`config.mk`:
```
export PLATFORM = sky130hd
export DESIGN_NAME = hazard_stall_ctrl
export DESIGN_NICKNAME = d
export VERILOG_FILES = /design/src/rtl/hazard_stall_ctrl.sv
export SDC_FILE = /design/constraint.sdc
export NUM_CORES = 1
export LEC_CHECK = 0
export BUFFER_PORTS_ARGS = -buffer_cell sky130_fd_sc_hd__buf_2
export CAP_MARGIN = 10
export CORE_AREA = 8 8 67 69
export DETAILED_ROUTE_END_ITERATION = 10
export DIE_AREA = 0 0 75 77
export PLACE_DENSITY = 0.86
export RECOVER_POWER = 100
export SLEW_MARGIN = 20
export SYNTH_ARGS = -nofsm -noshare
export SYNTH_HDL_FRONTEND = slang
export SYNTH_SLANG_ARGS = --single-unit
```
`constraint.sdc`:
```
create_clock -name clk -period 2.4 [get_ports clk]
set_input_delay 0.12 -clock clk [delete_from_list [all_inputs] [get_ports clk]]
set_output_delay 0.12 -clock clk [all_outputs]
set_load 0.01 [all_outputs]
```
`src/rtl/hazard_stall_ctrl.sv`:
```
// Hazard controller beside ID: load-use and HI/LO stalls, branch flush,
// and the mult/div busy sequencer with a stall performance counter.
module hazard_stall_ctrl #(
  parameter int MUL_CYCLES = 4,
  parameter int DIV_CYCLES = 16,
  parameter int CNT_W      = 16
) (
  input  logic             clk,
  input  logic             rst,
  input  logic [5:0]       op_id,
  input  logic [5:0]       func_id,
  input  logic [4:0]       Rs_id,
  input  logic [4:0]       Rt_id,
  input  logic [5:0]       op_ex,
  input  logic [4:0]       Rw_ex,
  input  logic             br_taken_id,
  output logic             pc_wr,
  output logic             ifid_wr,
  output logic             ifid_flush,
  output logic             idex_bubble,
  output logic             md_start,
  output logic             md_busy,
  output logic             md_done,
  output logic [CNT_W-1:0] stall_cnt
);

  localparam logic [5:0] OP_RTYPE = 6'b000000;
  localparam logic [5:0] OP_J     = 6'b000010;
  localparam logic [5:0] OP_JAL   = 6'b000011;
  localparam logic [5:0] OP_BEQ   = 6'b000100;
  localparam logic [5:0] OP_BNE   = 6'b000101;
  localparam logic [5:0] OP_LUI   = 6'b001111;
  localparam logic [5:0] OP_LW    = 6'b100011;
  localparam logic [5:0] OP_SB    = 6'b101000;
  localparam logic [5:0] OP_SH    = 6'b101001;
  localparam logic [5:0] OP_SW    = 6'b101011;

  localparam logic [5:0] FN_SLL  = 6'b000000;
  localparam logic [5:0] FN_SRL  = 6'b000010;
  localparam logic [5:0] FN_SRA  = 6'b000011;
  localparam logic [5:0] FN_MFHI = 6'b010000;
  localparam logic [5:0] FN_MFLO = 6'b010010;

  localparam logic [4:0] MUL_LD = 5'(MUL_CYCLES);
  localparam logic [4:0] DIV_LD = 5'(DIV_CYCLES);

  typedef enum logic {IDLE, BUSY} state_t;

  state_t           state_q;
  logic [4:0]       cnt_q;
  logic [CNT_W-1:0] stall_cnt_q;

  logic rtype;
  logic uses_rs;
  logic uses_rt;
  logic md_op;
  logic hilo_op;
  logic is_div;
  logic rs_hit;
  logic rt_hit;
  logic load_stall;
  logic md_stall;
  logic stall;

  assign rtype = (op_id == OP_RTYPE);

  always_comb begin
    uses_rs = 1'b1;
    unique case (1'b1)
      (op_id == OP_J),
      (op_id == OP_JAL),
      (op_id == OP_LUI): uses_rs = 1'b0;
      rtype: begin
        if (func_id == FN_SLL || func_id == FN_SRL ||
            func_id == FN_SRA || func_id == FN_MFHI ||
            func_id == FN_MFLO)
          uses_rs = 1'b0;
      end
      default: uses_rs = 1'b1;
    endcase
  end

  always_comb begin
    uses_rt = 1'b0;
    unique case (op_id)
      OP_RTYPE, OP_BEQ, OP_BNE,
      OP_SW, OP_SH, OP_SB: uses_rt = 1'b1;
      default:             uses_rt = 1'b0;
    endcase
  end

  // mult/multu/div/divu share funct[5:2]; funct[1] selects divide
  assign md_op   = rtype && (func_id[5:2] == 4'b0110);
  assign hilo_op = rtype && (func_id[5:2] == 4'b0100);
  assign is_div  = func_id[1];

  // $0 is never written, so it can never be a load-use source
  assign rs_hit = uses_rs && (Rs_id == Rw_ex);
  assign rt_hit = uses_rt && (Rt_id == Rw_ex);

  assign load_stall = (op_ex == OP_LW) && (Rw_ex != 5'd0) &&
                      (rs_hit || rt_hit);
  assign md_stall   = md_busy && (md_op || hilo_op);
  assign stall      = load_stall || md_stall;

  assign pc_wr       = !rst && !stall;
  assign ifid_wr     = !rst && !stall;
  assign idex_bubble = !rst && stall;
  assign ifid_flush  = !rst && br_taken_id && !stall;
  assign md_start    = !rst && md_op && !stall;

  assign md_busy   = (state_q == BUSY);
  assign md_done   = !rst && md_busy && (cnt_q == 5'd1);
  assign stall_cnt = stall_cnt_q;

  always_ff @(posedge clk) begin
    if (rst) begin
      state_q <= IDLE;
      cnt_q   <= 5'd0;
    end else begin
      unique case (state_q)
        IDLE: begin
          if (md_start) begin
            cnt_q   <= is_div ? DIV_LD : MUL_LD;
            state_q <= BUSY;
          end
        end
        BUSY: begin
          cnt_q <= cnt_q - 5'd1;
          if (cnt_q == 5'd1)
            state_q <= IDLE;
        end
        default: state_q <= IDLE;
      endcase
    end
  end

  always_ff @(posedge clk) begin
    if (rst)
      stall_cnt_q <= '0;
    else if (stall)
      stall_cnt_q <= stall_cnt_q + 1'b1;
  end

endmodule
```
Word-level counts from Yosys, hierarchy flattened
Index checks and enable logic that the tools add are counted. Widths: inputs -> output; s select.

Register bits: 22. Input bits: 36.

Add/sub/neg operators: 2. Equal/unequal tests: 19. Muxes and demuxes: 9. Bitwise operators: 1. Reduce and logical (&&, ||, !) cells: 29.

Operators with widths (number): $eq 6x2->1 const B (4); $eq 6x6->1 const B (4); $add 16x1->16 const B (1); $logic_and 1x1->1 (15); $eq 6x3->1 const B (2); $eq 6x5->1 const B (2); $logic_not 6->1 (2); $eq 5x5->1 (2); $mux 5 (2); $pmux 5 s2 (1); $eq 4x3->1 const B (2); $logic_or 1x1->1 (7); $eq 6x4->1 const B (1); $reduce_or 6->1 (1); $eq 5x1->1 const B (1); $reduce_bool 5->1 (1); $sub 5x1->5 const B (1); $mux 1 (4); $pmux 1 s2 (2); $reduce_or 3->1 (1); $logic_not 1->1 (2); $ne 2x2->1 const B (1); $not 1->1 (1).

Logic depth before layout (Yosys ltp)
Gate-level depths: netlist of the first run.

Depth after elaboration: 15. Gate-level depth with buffers: 9. Mapped depth without buffers: 6.

Worst setup path before layout of the first run
Ideal clock, no wire load.

Path type: input to register. Start: input port op_id[2]. End: register stall_cnt_q[10], in the netlist stall_cnt[10]. Arrival time: 1878 ps. Required time: 2277 ps. Path slack: 398 ps. Cell stages on the path: 8. Path buffers: 2. Cell sequence: and3_1 o211a_1 or4_4 a21bo_1 buf_6 buf_6 a21oi_2 mux2_1.

Longest elaborated chain between the ends: 7. Elaborated cells between the ends (all ways): 22. Those cells by class: 8 x eq/ne; 2 x mux; 12 x reduce/logical.

Ends and longest elaborated chain: start: declaration (RTL line 10) `input logic [5:0] op_id,`; $eq 6x2->1 (tied with other cells) (RTL line 70) `(op_id == OP_J),`; $reduce_or 3->1 / $reduce_or 6->1 (equally long branches) (RTL line 69, 85); $pmux 1 s2 / $mux 1 (equally long branches) (RTL line 69, 85); $logic_and 1x1->1 (on tied branches) (RTL line 98, 99); $logic_or 1x1->1 (RTL line 102) `(rs_hit || rt_hit);`; $logic_and 1x1->1 (RTL line 101) `assign load_stall = (op_ex == OP_LW) && (Rw_ex != 5'd0) &&`; $logic_or 1x1->1 * (RTL line 104) `assign stall = load_stall || md_stall;`; end signal: assignment (RTL line 142) `stall_cnt_q <= stall_cnt_q + 1'b1;`; end: declaration (RTL line 51) `logic [CNT_W-1:0] stall_cnt_q;`.

Every way passes the cells marked *; elsewhere a longest branch is shown, timed or not. A chain may end at the register's enable or synchronous reset.

Worst setup path after layout of the first run
Start: input port op_id[3]. End: output port ifid_flush.

Longest elaborated chain between the ends: 9. Elaborated cells between the ends (all ways): 24. Those cells by class: 8 x eq/ne; 2 x mux; 14 x reduce/logical.

Ends and longest elaborated chain: $eq 6x2->1 (tied with other cells) (RTL line 70); $reduce_or 3->1 / $reduce_or 6->1 (equally long branches) (RTL line 69, 85); $pmux 1 s2 / $mux 1 (equally long branches) (RTL line 69, 85); $logic_and 1x1->1 (on tied branches) (RTL line 98, 99); $logic_or 1x1->1 (RTL line 102); $logic_and 1x1->1 (RTL line 101); $logic_or 1x1->1 * (RTL line 104); $logic_not 1->1 * (RTL line 109) `assign ifid_flush = !rst && br_taken_id && !stall;`; $logic_and 1x1->1 * (RTL line 109); end: declaration (RTL line 19) `output logic ifid_flush,`.

Marked as above.

==> impl_metrics.tcl, run 1 <==
set metrics [dict create \
    crit_arrival_ns 1.93 \
    grtUsageTotal_pct 14.4 \
    dpl-instance-area_mm2 0.00193 \
    synth_top_cell_area_share_pct 27.6 \
    relSlewSlack_pct 63.6 \
    dieHeight_um 77 \
    finish.instance_area_mm2 0.00192 \
    htreeDepth 1 \
    syn-instance-count 202 \
    yosys_most_used_dff "dfxtp_1" \
    clk_pin_slew_ns 0.12 \
    reg2reg_depth 6 \
    status "finished clean" \
    cts_sinks 22 \
    synthesis.area_mm2 0.00160 \
    fillers 374 \
    synth_top_cell_by_area "dfxtp_1" \
    antenna_found_initial 0 \
    syn_avg_cell_area_um2 7.90 \
    synth_edf_count 0 \
    crit_path_end "ifid_flush" \
    skew_ns 0.00939 \
    multiInputGateArea_mm2 0.00104 \
    antenna_cells 0 \
    r2r_end "stall_cnt[14]$_SDFFE_PP0P_" \
    hold_slack_ns 0.166 \
    crit_path_start "op_id[3]" \
    r2r_start "stall_cnt[3]$_SDFFE_PP0P_" \
    drc 0 \
    vias 1650 \
    r2r_slack_ns 0.51 \
    ant_nets 0 \
    ff_latch_area_um2 440 \
    critPathLaunchType "input pin" \
    synthToLayoutAreaGrowth_pct 20.5 \
    cts-root-buf "clkbuf_4" \
    portBuffers 58 \
    fp-row-count 22 \
    core_area_mm2 0.00350 \
    via_per_inst 5.39 \
    postSynth.asyncResetShare_pct 0 \
    p_per_area_mw_per_mm2 389 \
    grt_pass1_wl_um 6760 \
    maxCapViolCount 0 \
    die-width_um 75 \
    hold_viol_final 0 \
    grt_start_max_net_pins 27 \
    period_needed_ns 2.05 \
    synth_common_cells "nor2_1, dfxtp_1, nor2b_1" \
    cp.required_ns 2.28 \
    tightest_slew_ns 0.540 \
    critPathMaxFanout 17 \
    firstDrtPassIters 4 \
    insertion_delay_ns 0.32 \
    rsz0062_at_grt "false" \
    wl_per_cell_um 13.5 \
    max_freq_mhz 487 \
    grt_pass1_vias 1643 \
    synth_area_leaders "dfxtp_1, nor2b_1, mux2_2, nor2_1, a21oi_1" \
    max-vdd-ir-drop_mv 0.310 \
    hp-class "in2reg" \
    drive_above_1_share_pct 20.9 \
    final_max_slew_viol_count 0 \
    p_leak_uw 0.000812 \
    start_util_pct 45.7 \
    ctsHoldBuffers 0 \
    finalSetupViolations 0 \
    cts_buffers 3 \
    post-route-period-util_pct 85.5 \
    wirelength_um 4120 \
    pin_count 59 \
    cts_tree "built" \
    finalSetupTns_ns 0 \
    gp_congestion 0.844 \
    whs_path_depth 2 \
    final_nets 298 \
    yosysUniqueCellTypes 44 \
    overflow 0 \
    ys_warn_count 0 \
    clockBufferDepth 2 \
    dr.first_iter.drc_count 93 \
    synth.ff_latch_count 22 \
    syn_nets 241 \
    yosysMostFrequentCell "nor2_1" \
    dp_hpwl_um 3220 \
    die_area_mm2 0.00578 \
    yosysSeqAreaShare_pct 27.6 \
    path_class "in2out" \
    end_kind "primary output" \
]
cell families (layout without fill, tap and decap cells):
logic type | Yosys count | in the layout | share of synthesized area [%]
AO/OA/AOI/OAI | 38 | 38 | 16.5
XOR/XNOR | 11 | 11 | 6.03
adder cells (fa/ha/maj) | 3 | 3 | 2.35
buffers and inverters | 20 | 76 | 5.88
flip-flops | 22 | 22 | 27.6
multiplexers | 14 | 14 | 9.87
AND/OR/NAND/NOR | 94 | 94 | 31.7
per-layer routing:
| layer | GRT usage, % | vias up | share of wire (%) | wire (um) |
|---|---|---|---|---|
| met5 | 0 | - | 0 | 0 |
| met4 | 4.31 | 0 | 1.5 | 62 |
| met3 | 4.29 | 8 | 5.7 | 237 |
| met2 | 27.1 | 33 | 53 | 2190 |
| met1 | 14.2 | 773 | 40 | 1640 |
| li1 | - | 836 | - | - |
repair_timing:
action,4_1_cts,5_1_grt
setup endpoints to repair,0,2
resized for setup,0,1
buffers inserted,0,0
stage by stage:
stage	setup WS (ns)	instances	power (uW)	utilization [%]
final	0.349	306	748	55.0
after global routing	0.207	306	787	55.0
after CTS	0.138	306	762	56.7
after detailed placement	0.102	302	467	55.2
after global placement	0.139	302	464	55.2
after floorplan	0.398	202	419	-
placed cells by master (no fill, tap or decap), drive strengths merged, types with 2 or more instances in the layout:
cell and n:
and3 5, mux2 14, nor2 24, clkbuf 28, a21oi 20, ha 3, xor2 6, and2 2
nor4 4, buf 39, nor3 9, a21boi 2, nand3 8, nand4 7, inv 8, nand2 10
nor2b 15, and4 3, xnor2 5, dfxtp 22, o21ai 5
how the worst min path moves through the flow:
stage / from / slack [ns] / end
global placement: stall_cnt[1]$_SDFFE_PP0P_ / 0.49 / stall_cnt[1]$_SDFFE_PP0P_
CTS: rst / 0.16 / cnt_q[0]$_SDFFE_PP0P_
floorplan: br_taken_id / 0.39 / ifid_flush
finish: rst / 0.17 / cnt_q[0]$_SDFFE_PP0P_
global route: rst / 0.19 / cnt_q[0]$_SDFFE_PP0P_
detailed placement: stall_cnt[1]$_SDFFE_PP0P_ / 0.50 / stall_cnt[1]$_SDFFE_PP0P_
state kept, by name, summed over array words and instances, names as in the netlist:
name / count
md_busy: 1
stall_cnt: 16
cnt_q: 5
power breakdown:
group | internal [uW] | leakage [uW] | switching [uW] | total [uW]
logic | 43.9 | 0.000607 | 47.8 | 91.7
clock network | 169 | 0.0000279 | 122 | 291
registers | 365 | 0.000177 | 0.218 | 366
worst max-delay path: stages:
cell and delay, ns:
buf_2 0.12, nor4_1 0.40, o2111a_1 0.28, or4_4 0.14, a21bo_2 0.33, nand2_1 0.15
nor3b_1 0.21, clkbuf_1 0.18
layout make-up:
| cell class | count | area share (%) |
|---|---|---|
| Inverter | 8 | 1.56 |
| Clock inverter | 1 | 1.56 |
| Clock buffer | 3 | 1.17 |
| Multi-Input combinational cell | 160 | 54.0 |
| Tap cell | 48 | 3.12 |
| Timing Repair Buffer | 64 | 15.7 |
| Sequential cell | 22 | 22.9 |
Power figures use the tool's default switching activity.
==> run 2, diff against run 1 <==
Settings changed: CORE_AREA 8 8 67 69 to 8 8 77 79, DIE_AREA 0 0 75 77 to 0 0 85 87, PLACE_DENSITY 0.86 to 0.69.
==> impl_metrics.tcl, run 2 (same netlist as run 1, synthesis figures left out) <==
set metrics [dict create \
    critPathLaunchType "input pin" \
    gp_congestion 0.800 \
    fin_ws_ns 0.291 \
    critPathSlowestCell "or4_1" \
    relSlewSlack_pct 67.4 \
    wirelength_um 4110 \
    p_int_uw 631 \
    final_nets 299 \
    p_leak_uw 0.000822 \
    drc 0 \
    worstPathCellList "clkbuf_1 > and3_1 > o211a_1 > or4_1 > a21bo_2 > buf_4 > a21oi_1 > clkbuf_1" \
    seq_power_share_pct 45.4 \
    rsz0062_at_grt "false" \
    r2r_slack_ns 0.53 \
    finish.instance_area_mm2 0.00196 \
    maxCapViolCount 0 \
    insertion_delay_ns 0.27 \
    grt_pass1_vias 1546 \
    via_per_inst 5.20 \
    pin_count 59 \
    dpl-instance-area_mm2 0.00195 \
    clk_pin_slew_ns 0.09 \
    clockBufferDepth 2 \
    max_stage_delay_ns 0.57 \
    final_max_slew_viol_count 0 \
    crit_arrival_ns 1.99 \
    grt_pass1_wl_um 6740 \
    layout_common_cells "buf_2, clkbuf_1, nor2_1" \
    path_class "in2out" \
    critPathMaxFanout 15 \
    antenna_cells 0 \
    path_common_cell "clkbuf_1" \
    cts_tree "built" \
    drive_above_1_share_pct 20.8 \
    dp_hpwl_um 3270 \
    portBuffers 58 \
    finalPower_uw 804 \
    synthToLayoutAreaGrowth_pct 22.5 \
    whs_path_depth 2 \
    grt_start_max_net_pins 26 \
    hp-class "in2reg" \
    wl_per_cell_um 13.1 \
    dr.first_iter.drc_count 94 \
    ant_nets 0 \
    grtUsageTotal_pct 10.8 \
    reg2reg_depth 6 \
    max_freq_mhz 474 \
    dieHeight_um 87 \
    die-width_um 85 \
    antenna_found_initial 0 \
    hold_viol_final 0 \
    htreeDepth 1 \
    status "finished clean" \
    cp.required_ns 2.28 \
    p_per_area_mw_per_mm2 411 \
    hold_end "stall_cnt[1]$_SDFFE_PP0P_" \
    start_util_pct 32.9 \
    cts_sinks 22 \
    pwr-share-comb_pct 11.3 \
    largest_register_ffs 16 \
    tightest_slew_ns 0.483 \
    overflow 0 \
    vias 1639 \
    place_ws_ns 0.116 \
    r2r_end "stall_cnt[14]$_SDFFE_PP0P_" \
    max-vdd-ir-drop_mv 0.190 \
    fp-row-count 26 \
    holdCritStartpoint "rst" \
    r2r_start "stall_cnt[3]$_SDFFE_PP0P_" \
    p_sw_share_pct 21.5 \
    cts-root-buf "clkbuf_8" \
    final_common_cell "buf_2" \
    end_kind "primary output" \
    post-route-period-util_pct 87.9 \
    finalSetupTns_ns 0 \
    switching_power_uw 173 \
    skew_ns 0.0135 \
    ctsHoldBuffers 0 \
    finalSetupViolations 0 \
    clkPwrFrac_pct 43.3 \
    hold_slack_ns 0.231 \
    die_area_mm2 0.00740 \
    firstDrtPassIters 5 \
    core_area_mm2 0.00485 \
    period_needed_ns 2.11 \
    cts_buffers 3 \
]
## run 2: changes by cell type in the layout (fill, tap and decap cells not counted)
cell | before | now
buf_4 | 5 | 6
or4_4 | 1 | 0
clkbuf_8 | 0 | 3
or4_1 | 0 | 1
clkbuf_4 | 3 | 0
## run 2: worst max path at each step
stage / start / endpoint / slack [ns] / cells after the start
floorplan: op_id[2] / stall_cnt[10]$_SDFFE_PP0P_ / 0.40 / 8
global placement: op_id[2] / stall_cnt[9]$_SDFFE_PP0P_ / 0.15 / 7
detailed placement: op_id[2] / stall_cnt[5]$_SDFFE_PP0P_ / 0.12 / 7
CTS: op_id[3] / ifid_flush / 0.15 / 8
global route: op_id[2] / idex_bubble / 0.12 / 8
finish: op_id[2] / idex_bubble / 0.29 / 8
## run 2: per-layer routing
| metal | track usage, % | up-vias | wire, um |
|---|---|---|---|
| met5 | 0 | - | 0 |
| met4 | 3.07 | 0 | 56 |
| met3 | 3.40 | 6 | 222 |
| met2 | 21.0 | 41 | 2190 |
| met1 | 10.7 | 761 | 1650 |
| li1 | - | 831 | - |
## run 2: cell type report
type	instances	area [um^2]
clock buffers	3	41.3
repair buffers	65	309
well taps	56	70.1
multi-input cells	160	1030
inverters	8	30.0
clock inverters	1	30.0
flip-flops and latches	22	440
fillers	509	2890
## run 2: power by group through the flow
stage                     clock (uW)  sequential [uW]  combinational, uW
final                            348              365               90.9
after detailed placement           0              374               93.9
after global routing             364              365                102
after floorplan                    0              374               45.5
after global placement             0              374               92.0
after CTS                        356              365               94.0
## run 2: what timing repair did
action / 4_1_cts / 5_1_grt
gates resized for setup: 0 / 1
endpoints found under the setup margin: 0 / 2
setup buffers: 0 / 0
## run 2: worst max-delay path, delay by kind of cell
family / cells / cell delay, ns
compound gates: 3 / 0.66
simple gates: 2 / 0.76
buf+inv: 3 / 0.46
## run 2: through the flow
stage	cells	util, %
after floorplan	202	-
after global placement	311	40.1
after detailed placement	311	40.1
after CTS	315	41.6
after global routing	315	40.3
final	315	40.3
